[config.mk]
export PLATFORM = sky130hd
export DESIGN_NAME = dec_3to8
export DESIGN_NICKNAME = d
export VERILOG_FILES = /design/src/rtl/dec_pkg.sv /design/src/rtl/dec3to8_core.sv /design/src/rtl/dec_3to8.sv
export SDC_FILE = /design/constraint.sdc
export NUM_CORES = 1
export LEC_CHECK = 0
export CAP_MARGIN = 20
export CELL_PAD_IN_SITES_DETAIL_PLACEMENT = 0
export CELL_PAD_IN_SITES_GLOBAL_PLACEMENT = 2
export CORE_UTILIZATION = 16
export DETAILED_ROUTE_END_ITERATION = 8
export PLACE_DENSITY_LB_ADDON = 0.1
export SLEW_MARGIN = 20
export SYNTH_ARGS = -nofsm -noshare
export SYNTH_HDL_FRONTEND = slang
export SYNTH_SLANG_ARGS = --single-unit
[constraint.sdc]
create_clock -name clk -period 0.8 [get_ports clk]
set_input_delay 0.2 -clock clk [delete_from_list [all_inputs] [get_ports clk]]
set_output_delay 0.2 -clock clk [all_outputs]
set_load 0.03 [all_outputs]
[src/rtl/dec_pkg.sv]
// Shared types and helpers for the registered 3-to-8 decoder.
package dec_pkg;

   localparam int DEC_IN_W  = 3;
   localparam int DEC_OUT_W = 8;

   typedef logic [DEC_IN_W-1:0]  dec_sel_t;
   typedef logic [DEC_OUT_W-1:0] dec_onehot_t;

   // Decode value with nothing asserted, before polarity is applied.
   localparam dec_onehot_t DEC_NONE = 8'h00;

   // Map an active-high decode onto the requested output polarity.
   function automatic dec_onehot_t apply_polarity(input dec_onehot_t d,
                                                  input logic        active_low);
      dec_onehot_t r;
      if (active_low) begin
         r = ~d;
      end else begin
         r = d;
      end
      return r;
   endfunction

endpackage : dec_pkg

[src/rtl/dec3to8_core.sv]
// Purely combinational 3-to-8 one-hot decode with enable; no clock, no polarity.
module dec3to8_core
   import dec_pkg::*;
(
   input  dec_sel_t    a,
   input  logic        en,
   output dec_onehot_t d
);

   dec_onehot_t d_s;

   // Select the single asserted bit at position a, or nothing when disabled.
   always_comb begin
      d_s = DEC_NONE;
      if (en) begin
         case (a)
            3'd0:    d_s = 8'h01;
            3'd1:    d_s = 8'h02;
            3'd2:    d_s = 8'h04;
            3'd3:    d_s = 8'h08;
            3'd4:    d_s = 8'h10;
            3'd5:    d_s = 8'h20;
            3'd6:    d_s = 8'h40;
            3'd7:    d_s = 8'h80;
            default: d_s = DEC_NONE;
         endcase
      end else begin
         d_s = DEC_NONE;
      end
   end

   assign d = d_s;

endmodule : dec3to8_core

[src/rtl/dec_3to8.sv]
// Registered 3-to-8 one-hot decoder with enable, selectable output polarity
// and a registered valid flag. Outputs come straight from flops.
module dec_3to8
   import dec_pkg::*;
#(
   parameter bit OUT_ACTIVE_LOW = 1'b0
)(
   input  logic        clk,
   input  logic        rst,
   input  logic [2:0]  a,
   input  logic        en,
   output logic [7:0]  s,
   output logic        s_valid
);

   // Idle level of the output bus in the configured polarity.
   localparam dec_onehot_t IDLE_PATTERN = apply_polarity(DEC_NONE, OUT_ACTIVE_LOW);

   dec_onehot_t d_s;
   dec_onehot_t d_pol_s;
   dec_onehot_t s_r;
   logic        s_valid_r;

   dec3to8_core u_core (
      .a  (a),
      .en (en),
      .d  (d_s)
   );

   assign d_pol_s = apply_polarity(d_s, OUT_ACTIVE_LOW);

   // Output register: reset forces idle and clears valid, otherwise load decode.
   always_ff @(posedge clk) begin
      if (rst) begin
         s_r       <= IDLE_PATTERN;
         s_valid_r <= 1'b0;
      end else begin
         s_r       <= d_pol_s;
         s_valid_r <= en;
      end
   end

   assign s       = s_r;
   assign s_valid = s_valid_r;

endmodule : dec_3to8

==> results.cfg, run 1 <==
[clocking]
ctsHoldBuffers = 0
clkSlewWorstSetupHoldPaths_ns = 0.06
cts_inserted_buffers = 3
post_cts_buffers = 0
cts_buffer_depth = 2
cts.sinks = 9
root_buffer = clkbuf_4
cts-htree-levels = 1
cts_tree = built

[worst_setup_path]
slowest_delay_ns = 0.33
crit_slowest_cell = dfxtp_2
cp-end-kind = output port
startpoint_type = flip-flop
crit_family = flip-flops
critPathKind = flip-flop to output port
arrival_ns = 0.70
crit_fanout = 1
cp_data_required_time_ns = 0.60
path_cells = buf_6
path_buf_inv = 1

[flow_run]
drv_cap = 0

[logic_synthesis]
synth_top_cell_area_share = 0.696
syn_inst = 23
syn-num-nets = 29
synthAdderAreaFrac = 0
synth.distinct_cells = 9
synth_top_cells_by_area = dfxtp_1, nor2_1, nand2b_1
yosysMostFrequentCell = dfxtp_1
avgSynthCellArea_sq_um = 11.3
synth-edff-count = 0
yosys.area_share.simple = 0.304
ys_ff_latch = 9
synth_flop_cell = dfxtp_1
yosysTopAreaCell = dfxtp_1
synthTopCellsByCount = dfxtp_1, nor2_1, nand2b_1
yosys.area_share.xor_xnor = 0
synth_top_family_by_area = simple AND/OR/NAND/NOR gates
synth_mux_area_frac = 0
synth-compound-area-share = 0
ys_warn_count = 0
syn-cell-area_sq_um = 259
yosysSeqAreaShare = 0.696
async_reset_ff_frac = 0

[timing]
hold_ws_ns = 0.230
worst_slew_pin_slew_ns = 0.236
finalWorstSetupSlack_ns = -0.105
maxSlewViolCount = 0
layout_worst_path_cycle_share = 1.13
fmax_mhz = 1110
setup_viol_count_final = 9
fin_crit_ns = 0.905
maxSlewHeadroom = 0.843
hold_violations = 0
grt_setup_unrepaired = yes

[detailed_routing]
postRouteAntennaNets = 0
vias = 223
wire_per_inst_um = 8.47
firstDrtPassIters = 5
via_per_inst = 3.84
drc = 1
wirelength_um = 491
drt_iter0_markers = 6

[global_route]
use_met1 = 0.0722
overflow = 0
grt_busiest_layer = met2
antenna_found_initial = 0
grt_pass1_wl_um = 779
grtUsageTotal = 0.0678
grt_pass1_vias = 196
grt_use_met2 = 0.0769
grt_max_degree = 7
use_met3 = 0.0517

[cells_and_area]
antenna_cells = 0
nets = 49
area_delta_synth_final_pct = 87.4
fin_cells = 58
final_layout_size_suffix_gt1_frac = 0.643

[die]
die_area_sq_mm = 0.00178
die_y_um = 42.2
initial_core_util = 0.172
die_w_um = 42.2
core-area_sq_mm = 0.00151
rows = 14
boundaryPins = 15

[place]
numPortBuffers = 14
dp.cells = 54
gp_congestion = 0.688
dp_hpwl_um = 392
dp_worst_setup_slack_ns = -0.493

[power]
power_leakage_nw = 0.206
power_density_mw_per_mm2 = 1850
totalPowerFinal_mw = 0.900
ir_drop_uv = 482

[worst_hold_path]
hp-class = input port to flip-flop

[run_status]
status = complete, but fails checks
violations = design-rule violations, negative setup slack
==> layout make-up <==
class,instances,area [sq um]
multi-input combinational,14,88.8
timing repair buffer,15,158
fill,166,1020
clock inverter,1,5.00
clock buffer,3,22.5
tap,16,20.0
sequential,9,191
==> logic make-up (layout without fill, tap and decap cells) <==
family / after synthesis / in the layout
and+or+nand+nor: 14 / 14
DFF: 9 / 9
buffers and inverters: 0 / 19
==> report_power, final <==
group | switching [mW] | internal [mW]
logic | 0.0469 | 0.0500
clock network | 0.156 | 0.184
registers | 0.00402 | 0.459
==> cells in the final DEF, fill, tap and decap left out, types with 3 or more instances in the layout <==
master,netlist,routed
clkbuf_4,0,3
dfxtp_2,0,9
nor2_1,6,5
clkdlybuf4s15_1,0,3
buf_6,0,9
==> worst paths after layout <==
path / slack [ns] / start / to / cells after the start
setup / recovery: -0.10 / s[3] / s[3] / 1
hold / removal: 0.23 / rst / s_valid / 2
==> per-layer routing <==
| metal | share of wire | vias up | routed length (um) |
|---|---|---|---|
| li1 | - | 115 | - |
| met2 | 0.48 | 12 | 237 |
| met4 | 0 | 0 | 0 |
| met5 | 0 | - | 0 |
| met3 | 0.10 | 0 | 51 |
| met1 | 0.41 | 96 | 203 |
==> state kept, by name, indices dropped and copies added (netlist names) <==
| signal | cells |
|---|---|
| s | 8 |
| s_valid | 1 |
==> per-stage QoR <==
step	util	TNS, ns	cell area (sq um)
after detailed placement	0.268	-3.28	404
after global routing	0.322	-1.23	485
after global placement	0.268	-3.26	404
final	0.322	-0.893	485
after CTS	0.317	-1.01	478
after floorplan	-	0	259
==> timing repair <==
action,in CTS,in global routing
cloned,0,0
pin swaps,2,1
gates resized for setup,26,1
endpoints found under the setup margin,17,11
Note: power is estimated with default switching activity, not from simulation.
==> inputs of run 2 (changes only) <==
--- a/config.mk
+++ b/config.mk
@@ -5,6 +5,7 @@
 export SDC_FILE = /design/constraint.sdc
 export NUM_CORES = 1
 export LEC_CHECK = 0
+export ABC_AREA = 0
 export CAP_MARGIN = 20
 export CELL_PAD_IN_SITES_DETAIL_PLACEMENT = 0
 export CELL_PAD_IN_SITES_GLOBAL_PLACEMENT = 2
==> results of run 2 <==
Final layout, timing and power as in run 1 (identical DEF).
==> inputs of run 3 (changes only) <==
--- a/config.mk
+++ b/config.mk
@@ -12,6 +12,7 @@
 export CORE_UTILIZATION = 16
 export DETAILED_ROUTE_END_ITERATION = 8
 export PLACE_DENSITY_LB_ADDON = 0.1
+export RECOVER_POWER = 100
 export SLEW_MARGIN = 20
 export SYNTH_ARGS = -nofsm -noshare
 export SYNTH_HDL_FRONTEND = slang
==> results.cfg, run 3 (synthesis results as in run 1) <==
[detailed_routing]
wire_per_inst_um = 8.47
via_per_inst = 3.84
drt_iter0_markers = 6
wirelength_um = 491
vias = 223
postRouteAntennaNets = 0
firstDrtPassIters = 5
drc = 1

[cells_and_area]
area_delta_synth_final_pct = 87.4
nets = 49
final_util = 0.322
antenna_cells = 0
final_cell_mix = buf_6, dfxtp_2, nor2_1, clkbuf_4, clkdlybuf4s15_1
final_layout_size_suffix_gt1_frac = 0.643
largest_reg_flops = 8

[timing]
fin_crit_ns = 0.905
setup-tns-final_ns = -0.945
hold_ws_ns = 0.230
hold_violations = 0
setup_viol_count_final = 10
worst_slew_pin_slew_ns = 0.236
layout_worst_path_cycle_share = 1.13
finalWorstSetupSlack_ns = -0.105
maxSlewViolCount = 0
grt_setup_unrepaired = yes
fmax_mhz = 1110
maxSlewHeadroom = 0.843

[die]
core-area_sq_mm = 0.00151
die_y_um = 42.2
initial_core_util = 0.172
rows = 14
die_area_sq_mm = 0.00178
boundaryPins = 15
die_w_um = 42.2

[place]
gp_congestion = 0.688
dp_hpwl_um = 392
numPortBuffers = 14

[flow_run]
drv_cap = 0

[worst_setup_path]
path_cells = buf_6
cp-end-kind = output port
path_buf_inv = 1
crit_fanout = 1
slowest_delay_ns = 0.33
crit_slowest_cell = dfxtp_2
critPathKind = flip-flop to output port
startpoint_type = flip-flop
arrival_ns = 0.70
crit_family = flip-flops
cp_data_required_time_ns = 0.60

[clocking]
root_buffer = clkbuf_4
cts_tree = built
cts_inserted_buffers = 3
cts-htree-levels = 1
ctsHoldBuffers = 0
cts_buffer_depth = 2
cts.sinks = 9
clkSlewWorstSetupHoldPaths_ns = 0.06

[power]
ir_drop_uv = 482
seq_power_share = 0.514
power_frac_comb = 0.108
power_leakage_nw = 0.206
p_clk_frac = 0.378
swShare = 0.230
switchingPower_mw = 0.207
power_density_mw_per_mm2 = 1860
internal_power_mw = 0.693

[worst_hold_path]
hp-class = input port to flip-flop

[global_route]
antenna_found_initial = 0
grt_max_degree = 7
grt_pass1_wl_um = 779
grt_pass1_vias = 196
overflow = 0
grtUsageTotal = 0.0678

[run_status]
status = complete, but fails checks
violations = design-rule violations, negative setup slack
[run 3: changes by cell type in the layout (fill, tap and decap cells not counted)]
cell and change:
clkdlybuf4s15_1 -1, clkdlybuf4s25_1 +1
[run 3: final timing paths]
kind / start / endpoint / slack, ns / cells after the start
setup / recovery: s[3] / s[3] / -0.10 / 1
hold / removal: rst / s_valid / 0.23 / 2
[run 3: through the flow]
step | std cells | total power [mW] | instance area, sq um | worst slack, ns
floorplan | 23 | 0.508 | 259 | 0.0432
global placement | 54 | 0.562 | 404 | -0.489
detailed placement | 54 | 0.562 | 404 | -0.493
CTS | 58 | 0.916 | 478 | -0.119
global route | 58 | 0.969 | 485 | -0.143
finish | 58 | 0.901 | 485 | -0.105
[run 3: cell type report]
cell class              count  area [sq um]
repair buffers             15           158
clock buffers               3          22.5
fillers                   166          1020
clock inverters             1          5.00
well taps                  16          20.0
multi-input cells          14          88.8
flip-flops and latches      9           191
[run 3: power groups by stage]
stage	Combinational [mW]	Sequential (mW)	Clock (mW)
after global routing	0.103	0.463	0.402
after floorplan	0.0190	0.489	0
after CTS	0.0934	0.463	0.360
after global placement	0.0928	0.470	0
after detailed placement	0.0921	0.470	0
final	0.0973	0.463	0.340
[run 3: layer usage]
layer | global-route usage | vias to the layer above | part of all wire
li1 | - | 115 | -
met1 | 0.0722 | 96 | 0.41
met2 | 0.0769 | 12 | 0.48
met3 | 0.0517 | 0 | 0.10
met4 | 0.0750 | 0 | 0
met5 | 0 | - | 0
[run 3: timing repair]
action	4_1_cts	5_1_grt
pin swaps	2	1
gates cloned	0	0
setup buffers	0	0
setup endpoints to repair	17	11
gates resized for setup	26	1
